$ cat src/rtl/alu_operand_stage.sv
// Execute-stage operand register: two-entry main+skid buffer between decode and the function unit.
// Operands are captured with writeback forwarding and kept up to date while they wait.
module alu_operand_stage #(
  parameter int DATA_W   = 32,
  parameter int ADDR_W   = 5,
  parameter int ZERO_REG = 1
) (
  input  logic              CLK,
  input  logic              RESET,
  input  logic              FLUSH,
  input  logic              in_valid,
  output logic              in_ready,
  input  logic [4:0]        in_fs,
  input  logic [4:0]        in_sh,
  input  logic [ADDR_W-1:0] in_aa,
  input  logic [ADDR_W-1:0] in_ba,
  input  logic [DATA_W-1:0] in_a_data,
  input  logic [DATA_W-1:0] in_b_data,
  input  logic [DATA_W-1:0] in_imm,
  input  logic              in_mb,
  input  logic [ADDR_W-1:0] in_da,
  input  logic              in_rw,
  input  logic              wb_en,
  input  logic [ADDR_W-1:0] wb_addr,
  input  logic [DATA_W-1:0] wb_data,
  output logic              out_valid,
  input  logic              out_ready,
  output logic [DATA_W-1:0] A,
  output logic [DATA_W-1:0] B,
  output logic [4:0]        SH,
  output logic [4:0]        FS,
  output logic [ADDR_W-1:0] out_da,
  output logic              out_rw,
  output logic              ILLEGAL
);

  typedef struct packed {
    logic [DATA_W-1:0] a;
    logic [DATA_W-1:0] b;
    logic [4:0]        sh;
    logic [4:0]        fs;
    logic [ADDR_W-1:0] aa;
    logic [ADDR_W-1:0] ba;
    logic [ADDR_W-1:0] da;
    logic              mb;
    logic              rw;
  } entry_t;

  typedef enum logic [1:0] {S_EMPTY, S_ONE, S_TWO} state_t;

  state_t state_q, state_d;
  entry_t main_q, main_d, skid_q, skid_d;
  entry_t main_fwd, skid_fwd, in_cap;
  logic   in_ready_q, in_ready_d;
  logic   out_valid_q, out_valid_d;
  logic   illegal_q, illegal_d;
  logic   acc, iss;

  function automatic logic is_zero(input logic [ADDR_W-1:0] x);
    return (ZERO_REG != 0) && (x == '0);
  endfunction

  function automatic logic wb_hit(input logic en, input logic [ADDR_W-1:0] wa,
                                  input logic [ADDR_W-1:0] x);
    return en && (wa == x) && !is_zero(x);
  endfunction

  function automatic entry_t fwd_entry(input entry_t e, input logic en,
                                       input logic [ADDR_W-1:0] wa,
                                       input logic [DATA_W-1:0] wd);
    entry_t r;
    r = e;
    if (wb_hit(en, wa, e.aa)) r.a = wd;
    if (!e.mb && wb_hit(en, wa, e.ba)) r.b = wd;
    return r;
  endfunction

  function automatic logic legal_fs(input logic [4:0] f);
    case (f)
      5'b00000, 5'b00010, 5'b00101, 5'b00111, 5'b01000,
      5'b01010, 5'b01100, 5'b01110, 5'b10000, 5'b10001: return 1'b1;
      default: return 1'b0;
    endcase
  endfunction

  assign acc = in_valid & in_ready_q;
  assign iss = out_valid_q & out_ready;

  always_comb begin
    in_cap    = '0;
    in_cap.sh = in_sh;
    in_cap.fs = in_fs;
    in_cap.aa = in_aa;
    in_cap.ba = in_ba;
    in_cap.da = in_da;
    in_cap.mb = in_mb;
    in_cap.rw = in_rw;
    if (is_zero(in_aa))                    in_cap.a = '0;
    else if (wb_hit(wb_en, wb_addr, in_aa)) in_cap.a = wb_data;
    else                                    in_cap.a = in_a_data;
    if (in_mb)                              in_cap.b = in_imm;
    else if (is_zero(in_ba))                in_cap.b = '0;
    else if (wb_hit(wb_en, wb_addr, in_ba)) in_cap.b = wb_data;
    else                                    in_cap.b = in_b_data;
  end

  // Invalid entries keep their fields; only live operands track writeback.
  assign main_fwd = (state_q != S_EMPTY) ? fwd_entry(main_q, wb_en, wb_addr, wb_data) : main_q;
  assign skid_fwd = (state_q == S_TWO)   ? fwd_entry(skid_q, wb_en, wb_addr, wb_data) : skid_q;

  always_comb begin
    state_d   = state_q;
    main_d    = main_fwd;
    skid_d    = skid_fwd;
    illegal_d = illegal_q;
    if (FLUSH) begin
      state_d = S_EMPTY;
    end else begin
      if (iss && !legal_fs(main_q.fs)) illegal_d = 1'b1;
      case (state_q)
        S_EMPTY: if (acc) begin
          main_d  = in_cap;
          state_d = S_ONE;
        end
        S_ONE: begin
          if (acc && iss) begin
            main_d = in_cap;
          end else if (acc) begin
            skid_d  = in_cap;
            state_d = S_TWO;
          end else if (iss) begin
            state_d = S_EMPTY;
          end
        end
        S_TWO: if (iss) begin
          main_d  = skid_fwd;
          state_d = S_ONE;
        end
        default: state_d = S_EMPTY;
      endcase
    end
    in_ready_d  = (state_d != S_TWO);
    out_valid_d = (state_d != S_EMPTY);
  end

  always_ff @(posedge CLK or posedge RESET) begin
    if (RESET) begin
      state_q     <= S_EMPTY;
      main_q      <= '0;
      skid_q      <= '0;
      in_ready_q  <= 1'b1;
      out_valid_q <= 1'b0;
      illegal_q   <= 1'b0;
    end else begin
      state_q     <= state_d;
      main_q      <= main_d;
      skid_q      <= skid_d;
      in_ready_q  <= in_ready_d;
      out_valid_q <= out_valid_d;
      illegal_q   <= illegal_d;
    end
  end

  assign in_ready  = in_ready_q;
  assign out_valid = out_valid_q;
  assign A         = main_q.a;
  assign B         = main_q.b;
  assign SH        = main_q.sh;
  assign FS        = main_q.fs;
  assign out_da    = main_q.da;
  assign out_rw    = main_q.rw;
  assign ILLEGAL   = illegal_q;

endmodule

$ cat config.mk
export PLATFORM = sky130hd
export DESIGN_NAME = alu_operand_stage
export DESIGN_NICKNAME = d
export VERILOG_FILES = /design/src/rtl/alu_operand_stage.sv
export SDC_FILE = /design/constraint.sdc
export NUM_CORES = 1
export LEC_CHECK = 0
export ABC_CLOCK_PERIOD_IN_PS = 8200
export CAP_MARGIN = 15
export CORE_MARGIN = 2
export CORE_UTILIZATION = 50
export CTS_CLUSTER_SIZE = 20
export DETAILED_ROUTE_END_ITERATION = 8
export PLACE_DENSITY_LB_ADDON = 0.1
export SLEW_MARGIN = 40
export SYNTH_ARGS = -nofsm -noshare
export SYNTH_HDL_FRONTEND = slang
export SYNTH_SLANG_ARGS = --single-unit
$ cat constraint.sdc
create_clock -name CLK -period 8.2 [get_ports CLK]
set_input_delay 0.82 -clock CLK [delete_from_list [all_inputs] [get_ports CLK]]
set_output_delay 0.82 -clock CLK [all_outputs]
set_load 0.01 [all_outputs]
==> flow_summary.toml, run 1 <==
[run_status]
outcome = "complete, no violations"

[power_and_ir_drop]
vdd.ir_drop.worst_mv = 0.121
cellLeakagePower_nw = 5.39
power_density_nw_per_um2 = 244
post-layout-total-power_mw = 3.25

[timing]
tightest_slew_ps = 859
max_freq_mhz = 288
worst_clock_skew_ps = 10.9
grt_setup_unrepaired = "no"
setup_viol = 0
timing.setup.tns_ps = 0
post-route-min-period_ps = 3480
timing.final.hold_violations = 0
fin_ws_ps = 4720
final.period_utilization_pct = 42.4
slew-limit-headroom_pct = 42.8
finalHoldWorstSlack_ps = 467
count_of_pins_over_their_slew_limit = 0

[logic_synthesis]
post_synth_main_area_contributors = "dfrtp_1 46%, nand2_1 6.4%, a221o_1 6.3%"
synth.lib_cells_used.distinct = 55
synth_top_cell_area_share_pct = 45.9
postSynthRegisterBits = 187
yosysWarnings = 0
mapped_cells = 1062
post_synth_instance_area_sq_um = 10100
synth_area_leader_cell = "dfrtp_1"
syn_area_per_cell_sq_um = 9.55
yosysSeqAreaShare_pct = 46.1
synth_async_sr_flop_share_pct = 100
most_frequently_used_flop_master_after_synthesis = "dfrtp_1"
synth_edf_count = 0
postSynthNetCount = 1228

[clocking]
tritoncts = "done"
total_cts_buffers = 17
clkLatencyLatePin_ps = 450
postCtsHoldBufs = 0
postCtsResizedCells = 0
clock_sinks = 187
postCtsSetupBuffers = 0
deepest_level_of_the_cts_h_tree = 4
clk_path_buf_depth = 2
root_buffer = "clkbuf_16"
path_clk_slew_ps = 70

[finish]
number_of_standard_cells_in_the_layout_taps_in_and_fillers_out = 1518
area_growth_syn_to_layout_pct = 31.3
post_route_cells_drive_above_1_share_pct = 6.58
layout.cell_area.non_filler_sq_um = 13300
layout.filler_cells = 1592
nNetsFinal = 1400
final_core_util_pct = 66.2
mostFrequentLayoutCells = "246 x clkdlybuf4s50_1, 186 x dfrtp_1, 169 x nand2_1, 65 x o21ai_0"
most_frequent_standard_cell_in_the_layout_excluding_fill_and_tap_cells = "clkdlybuf4s50_1"

[grt]
track_usage_pct = 31.3
grt-ovfl-total = 0
via_count_of_the_first_global_routing_pass = 9731
initial_antenna_violation_count = 1
grt_pass1_wl_um = 53200
pin_count_of_the_biggest_net_entering_global_routing = 104

[placed_design]
placedCellCount = 1484
weighted_congestion_at_the_end_of_routability_driven_global_placement = 0.833
dpl_cell_area_sq_um = 12700
pre_cts_slack_ps = 4210
placement.io_buffers = 248
post-dp-hpwl_um = 21700

[setup_path]
worst_setup_path_endpoint = "A[13]$_DFF_PP0_"
cp.arrival_ps = 3810
worstSetupPathType = "in -> reg"
crit_path_start_kind = "input port"
critPathRequiredTime_ps = 8530
endpoint_kind = "flip-flop"
crit-reg2reg-launch = "state_q[1]$_DFF_PP0_"
worstReg2RegEnd = "A[13]$_DFF_PP0_"
reg2reg_setup_slack_ps = 5090
setup.worst_path.start = "out_ready"
reg2reg_depth = 6
path_max_fanout = 33

[die]
die_width_um = 146
initial_utilization_pct = 50.5
floorplan.rows = 52
core_area_sq_um = 20100
pin_count = 249
floorplan.die.height_um = 146
die_area_sq_um = 21400

[detailed_routing]
ant_nets = 0
remaining_drc_errors = 0
vias = 9766
route.detailed.wl_per_inst_um = 22.2
drtIter0Drc = 1076
route.detailed.vias_per_inst = 6.43
drt_wl_total_um = 33700
drt_pass1_iterations = 6

[worst_hold_path]
holdCritPathClass = "reg -> reg"
hold_path_depth = 1

[job]
max_cap_violations = 0
-- kinds of logic after synthesis --
logic type,after synthesis,share of synthesized area [%]
muxes,32,3.16
DFF,187,46.1
AOI/OAI and AO/OA,370,28.1
and+or+nand+nor,294,12.7
buffers and inverters,152,7.55
xor gates and xnor gates,27,2.33
-- worst max-delay path: stages --
cell,delay (ps)
clkdlybuf4s50_1,540
and4b_2,670
a21o_1,190
and2_2,710
nor2_4,240
buf_16,250
a221o_1,360
-- report_power, final --
group	switching, mW	internal, mW	leakage [nW]
clock	0.407	0.433	0.291
sequential	0.215	1.23	2.31
combinational	0.424	0.538	2.79
-- cell usage after synthesis, types with 37 or more instances --
cell	count
o211ai_1	64
nand2_1	172
dfrtp_1	186
inv_1	37
clkbuf_1	70
nor3_1	41
a21oi_1	38
o21ai_0	65
a221o_1	64
a221oi_1	64
nor2_1	42
-- worst min path at each step --
stage | from | endpoint | slack [ps]
after detailed placement | ILLEGAL$_DFFE_PP0P_ | ILLEGAL$_DFFE_PP0P_ | 460
after global placement | ILLEGAL$_DFFE_PP0P_ | ILLEGAL$_DFFE_PP0P_ | 440
after global routing | skid_q[26]$_DFFE_PP0P_ | skid_q[26]$_DFFE_PP0P_ | 510
final | ILLEGAL$_DFFE_PP0P_ | ILLEGAL$_DFFE_PP0P_ | 470
after CTS | ILLEGAL$_DFFE_PP0P_ | ILLEGAL$_DFFE_PP0P_ | 470
after floorplan | skid_q[0]$_DFFE_PP0P_ | skid_q[0]$_DFFE_PP0P_ | 440
-- layer usage --
metal | global-route usage (%) | vias up | wire length (um)
li1 | - | 4327 | -
met1 | 43.5 | 4780 | 14400
met2 | 47.7 | 581 | 15300
met3 | 7.94 | 78 | 2900
met4 | 11.4 | 0 | 1090
met5 | 0 | - | 0
-- sequential cells by signal, indices dropped and copies added, names as in the netlist --
register and flops:
A 32, B 32, FS 5, ILLEGAL 1
SH 5, in_ready 1, main_q 11, out_da 5
out_rw 1, out_valid 1, skid_q 91, state_q 2
-- final cells by class --
type                    instances  area [sq um]  share of cell area (%)
diodes                          1          2.50                  0.0188
clock buffers                  17           425                    3.19
flip-flops and latches        187          4680                    35.1
multi-input cells             723          4860                    36.5
clock inverters                15           155                    1.16
inverters                      37           146                    1.10
repair buffers                268          2710                    20.4
well taps                     270           338                    2.54
Power figures use the tool's default switching activity.
==> run 2, diff against run 1 <==
--- a/config.mk
+++ b/config.mk
@@ -5,7 +5,7 @@
 export SDC_FILE = /design/constraint.sdc
 export NUM_CORES = 1
 export LEC_CHECK = 0
-export ABC_CLOCK_PERIOD_IN_PS = 8200
+export ABC_CLOCK_PERIOD_IN_PS = 3600
 export CAP_MARGIN = 15
 export CORE_MARGIN = 2
 export CORE_UTILIZATION = 50
==> constraint.sdc (replaced) <==
create_clock -name CLK -period 3.6 [get_ports CLK]
set_input_delay 0.36 -clock CLK [delete_from_list [all_inputs] [get_ports CLK]]
set_output_delay 0.36 -clock CLK [all_outputs]
set_load 0.01 [all_outputs]
==> run 2 against run 1 <==
Clock power up 120%; largest power group unchanged; routed wire length rose by 1.2%; total power rose by 120%; clock skew down 0.89 ps; first-iteration DRC count decreased by 20%; sequential cell count did not move; largest cell class unchanged; combinational power rose by 130%; critical path type is now reg -> reg; highest routed layer is now met5; critical path depth decreased by 1; die area is the same.
==> flow_summary.toml, run 2 (same netlist as run 1, synthesis figures left out) <==
[detailed_routing]
route.detailed.wl_per_inst_um = 22.3
drtIter0Drc = 860
drt_pass1_iterations = 5
ant_nets = 0
vias = 9766
route.detailed.vias_per_inst = 6.38
remaining_drc_errors = 0
drt_wl_total_um = 34100

[die]
die_area_sq_um = 21400
die_width_um = 146
core_area_sq_um = 20100
floorplan.rows = 52
initial_utilization_pct = 50.5
pin_count = 249
floorplan.die.height_um = 146

[finish]
register_name_with_the_most_flops = "skid_q"
n_antenna_cell = 0
number_of_standard_cells_in_the_layout_taps_in_and_fillers_out = 1530
final_core_util_pct = 66.6
mostFrequentLayoutCells = "247 x clkdlybuf4s50_1, 186 x dfrtp_1, 169 x nand2_1, 65 x o21ai_0"
area_growth_syn_to_layout_pct = 32.0
post_route_cells_drive_above_1_share_pct = 7.14
largest_register_ffs = 91
layout.cell_area.non_filler_sq_um = 13400
most_frequent_standard_cell_in_the_layout_excluding_fill_and_tap_cells = "clkdlybuf4s50_1"
layout.filler_cells = 1595
nNetsFinal = 1413

[clocking]
root_buffer = "clkbuf_16"
path_clk_slew_ps = 80
clock_sinks = 187
postCtsSetupBuffers = 0
tritoncts = "done"
total_cts_buffers = 17
postCtsResizedCells = 0
clk_path_buf_depth = 2
deepest_level_of_the_cts_h_tree = 4
postCtsHoldBufs = 0
clkLatencyLatePin_ps = 440

[setup_path]
setup.worst_path.start = "state_q[0]$_DFF_PP0_"
crit-reg2reg-launch = "state_q[0]$_DFF_PP0_"
worst_path_dominant_cell_family = "compound AO/OA/AOI/OAI gates"
path_max_fanout = 22
cp.arrival_ps = 2930
critical-path-max-stage-delay_ps = 630
cp_max_delay_cell = "a21boi_0"
worstSetupPathType = "reg -> reg"
critPathRequiredTime_ps = 3900
cp.buffers_inverters = 1
crit_path_start_kind = "flip-flop"
endpoint_kind = "flip-flop"
cp_cell_sequence = "a21boi_0, nor3_1, o211a_1, buf_4, a221oi_1, o211ai_1"

[placed_design]
dpl_cell_area_sq_um = 12800
weighted_congestion_at_the_end_of_routability_driven_global_placement = 0.868
placement.io_buffers = 248
placedCellCount = 1498
post-dp-hpwl_um = 21900

[grt]
via_count_of_the_first_global_routing_pass = 9707
track_usage_pct = 32.0
grt-ovfl-total = 0
grt_pass1_wl_um = 54100
pin_count_of_the_biggest_net_entering_global_routing = 62
initial_antenna_violation_count = 2

[run_status]
outcome = "complete, no violations"

[timing]
count_of_pins_over_their_slew_limit = 0
grt_setup_unrepaired = "no"
worst_clock_skew_ps = 10.0
timing.setup.tns_ps = 0
timing.final.hold_violations = 0
post-route-min-period_ps = 2630
final.period_utilization_pct = 73.1
max_freq_mhz = 380
tightest_slew_ps = 863
setup_viol = 0
finalHoldWorstSlack_ps = 350
slew-limit-headroom_pct = 42.5

[power_and_ir_drop]
power_density_nw_per_um2 = 545
vdd.ir_drop.worst_mv = 0.327
cellLeakagePower_nw = 5.41

[worst_hold_path]
holdCritPathClass = "in -> async"

[job]
max_cap_violations = 0
[run 2: tightest hold or removal path, cell delays in order]
cell and delay, ps:
clkdlybuf4s50_1 440, clkinvlp_4 150, buf_16 180
[run 2: through the flow]
| step | power [mW] | setup WS [ps] |
|---|---|---|
| 4_1_cts | 7.31 | 1010 |
| 6_report | 7.29 | 969 |
| 3_3_place_gp | 5.40 | 608 |
| 2_1_floorplan | 4.41 | 834 |
| 5_1_grt | 7.68 | 702 |
| 3_5_place_dp | 5.48 | 582 |
[run 2: area by class of cell]
class	instances	area [sq um]	share of cell area, %
sequential	187	4680	35.0
multi-input combinational	723	4830	36.0
inverter	37	143	1.07
tap	270	338	2.52
timing repair buffer	281	2850	21.3
clock inverter	13	109	0.813
clock buffer	19	443	3.31
[run 2: final timing paths]
kind / end / slack [ps] / depth (start not counted)
setup / recovery: B[15]$_DFF_PP0_ / 970 / 6
hold / removal: skid_q[36]$_DFF_PP0_ / 350 / 3
setup reg to reg: B[15]$_DFF_PP0_ / 970 / 6
hold reg to reg: ILLEGAL$_DFFE_PP0P_ / 460 / 1
max in group asynchronous: skid_q[39]$_DFF_PP0_ / 2550 / 5
min in group CLK: ILLEGAL$_DFFE_PP0P_ / 460 / 1
[run 2: report_power, final]
group | internal (mW) | switching (mW) | total (mW)
logic | 1.24 | 0.966 | 2.20
clock network | 0.921 | 0.892 | 1.81
registers | 2.80 | 0.478 | 3.28
total | 4.96 | 2.34 | 7.29
[run 2: routing by layer]
metal  up-vias  part of all wire [%]  GRT usage (%)  routed length [um]
met2       549                    47           50.3               15900
met1      4795                    42           44.5               14300
met4         2                   2.0           9.61                 672
met5         -                 0.041              0                  14
met3        57                   9.6           7.50                3260
li1       4363                     -              -                   -
==> run 3, diff against run 2 <==
--- a/config.mk
+++ b/config.mk
@@ -5,10 +5,10 @@
 export SDC_FILE = /design/constraint.sdc
 export NUM_CORES = 1
 export LEC_CHECK = 0
-export ABC_CLOCK_PERIOD_IN_PS = 3600
+export ABC_CLOCK_PERIOD_IN_PS = 2400
 export CAP_MARGIN = 15
 export CORE_MARGIN = 2
-export CORE_UTILIZATION = 50
+export CORE_UTILIZATION = 45
 export CTS_CLUSTER_SIZE = 20
 export DETAILED_ROUTE_END_ITERATION = 8
 export PLACE_DENSITY_LB_ADDON = 0.1
==> constraint.sdc (replaced) <==
create_clock -name CLK -period 2.4 [get_ports CLK]
set_input_delay 0.24 -clock CLK [delete_from_list [all_inputs] [get_ports CLK]]
set_output_delay 0.24 -clock CLK [all_outputs]
set_load 0.01 [all_outputs]
==> run 3 against run 2 <==
Combinational power increased by 60%; die area increased by 11%; fmax increased by 14%; clock skew increased by 3.1 ps; critical endpoint is now skid_q[33]$_DFF_PP0_; largest cell class unchanged; highest routed layer is now met4.
==> flow_summary.toml, run 3 (same netlist as run 1, synthesis figures left out) <==
[detailed_routing]
drt_pass1_iterations = 7
ant_nets = 0
route.detailed.vias_per_inst = 6.32
remaining_drc_errors = 0
drt_wl_total_um = 35900
vias = 10082
route.detailed.wl_per_inst_um = 22.5
drtIter0Drc = 935

[timing]
fin_ws_ps = 91.4
grt_setup_unrepaired = "no"
finalHoldWorstSlack_ps = 127
count_of_pins_over_their_slew_limit = 0
worst_clock_skew_ps = 13.1
final.period_utilization_pct = 96.2
post-route-min-period_ps = 2310
max_freq_mhz = 433
timing.setup.tns_ps = 0
setup_viol = 0
tightest_slew_ps = 595
slew-limit-headroom_pct = 60.3
timing.final.hold_violations = 0

[power_and_ir_drop]
share_comb_of_total_power_pct = 30.9
power_report.internal_total_mw = 7.79
sw_frac_of_total_pct = 31.6
power_density_nw_per_um2 = 810
cellLeakagePower_nw = 5.77
power_frac_seq_pct = 42.9
power_switching_mw = 3.60
post-layout-total-power_mw = 11.4
share_clk_of_total_power_pct = 26.2
vdd.ir_drop.worst_mv = 0.521

[placed_design]
pre_cts_slack_ps = -141
post-dp-hpwl_um = 24000
placedCellCount = 1564
placement.io_buffers = 248
dpl_cell_area_sq_um = 13400
weighted_congestion_at_the_end_of_routability_driven_global_placement = 0.910

[finish]
layout.filler_cells = 1819
area_growth_syn_to_layout_pct = 38.6
n_antenna_cell = 0
layout.cell_area.non_filler_sq_um = 14100
mostFrequentLayoutCells = "247 x clkdlybuf4s50_1, 185 x dfrtp_1, 170 x nand2_1, 66 x buf_4, 65 x o21ai_0"
post_route_cells_drive_above_1_share_pct = 11.3
final_core_util_pct = 64.0
nNetsFinal = 1469
most_frequent_standard_cell_in_the_layout_excluding_fill_and_tap_cells = "clkdlybuf4s50_1"
register_name_with_the_most_flops = "skid_q"
largest_register_ffs = 91
number_of_standard_cells_in_the_layout_taps_in_and_fillers_out = 1596

[die]
die_area_sq_um = 23800
die_width_um = 154
floorplan.rows = 54
floorplan.die.height_um = 154
core_area_sq_um = 22000
pin_count = 249
initial_utilization_pct = 46.2

[worst_hold_path]
holdCritPathClass = "in -> async"

[setup_path]
path_max_fanout = 11
critPathRequiredTime_ps = 2710
critical-path-max-stage-delay_ps = 560
cp_max_delay_cell = "or4_1"
crit_path_start_kind = "flip-flop"
worstSetupPathType = "reg -> reg"
critical_path.most_common_cell = "buf_4"
cp.arrival_ps = 2620
cp_cell_sequence = "or4_1, a21oi_2, nor3_1, buf_4, a31o_2, buf_4, a221o_1"
endpoint_kind = "flip-flop"

[clocking]
clk_path_buf_depth = 2
clock_sinks = 187
deepest_level_of_the_cts_h_tree = 4
path_clk_slew_ps = 80
root_buffer = "clkbuf_16"
postCtsSetupBuffers = 0
tritoncts = "done"
clkLatencyLatePin_ps = 440
total_cts_buffers = 17

[grt]
grt-ovfl-total = 0
pin_count_of_the_biggest_net_entering_global_routing = 82
via_count_of_the_first_global_routing_pass = 10041
grt_pass1_wl_um = 56500
initial_antenna_violation_count = 0
track_usage_pct = 30.4

[job]
max_cap_violations = 0

[run_status]
outcome = "complete, no violations"
-- run 3: path summary, 6_finish.rpt --
| check | start | end | slack [ps] | cells after the start |
|---|---|---|---|---|
| min in group CLK | in_da[2] | skid_q[4]$_DFFE_PP0P_ | 350 | 3 |
| max in group asynchronous | RESET | skid_q[90]$_DFF_PP0_ | 1510 | 3 |
| min | RESET | skid_q[36]$_DFF_PP0_ | 130 | 2 |
| min reg2reg | ILLEGAL$_DFFE_PP0P_ | ILLEGAL$_DFFE_PP0P_ | 460 | 1 |
| max | skid_q[8]$_DFFE_PP0P_ | skid_q[33]$_DFF_PP0_ | 90 | 7 |
| max reg2reg | skid_q[8]$_DFFE_PP0P_ | skid_q[33]$_DFF_PP0_ | 90 | 7 |
-- run 3: layer usage --
metal	up-vias	track usage, %	routed length (um)
met5	-	0	0
met4	0	11.2	1010
met3	66	6.45	3250
met2	559	46.7	16100
met1	4984	42.5	15600
li1	4473	-	-
-- run 3: worst max-delay path: cells and delay by family, from the launching register on --
family,cells,cell delay (ps)
flip-flops,1,380
AO/OA/AOI/OAI,3,790
buffers and inverters,2,340
AND/OR/NAND/NOR,2,660
-- run 3: power groups by stage --
stage | sequential, mW | clock (mW) | combinational, mW
after global placement | 4.89 | 0 | 3.39
after CTS | 4.87 | 3.02 | 3.51
after floorplan | 4.90 | 0 | 1.71
final | 4.89 | 2.99 | 3.51
after global routing | 5.00 | 3.14 | 3.82
after detailed placement | 4.90 | 0 | 3.49
-- run 3: final cells by class --
type                       count  area, sq um  area share (%)
clock buffer                  18          439            3.12
clock inverter                14          178            1.26
inverter                      37          143            1.01
multi-input combinational    723         4830            34.4
sequential                   187         4680            33.3
tap                          280          350            2.49
timing repair buffer         337         3440            24.4
-- run 3: timing repair --
action                     CTS  global route
gates resized for setup      0             3
setup endpoints to repair    0            40
hold buffers                 0             0
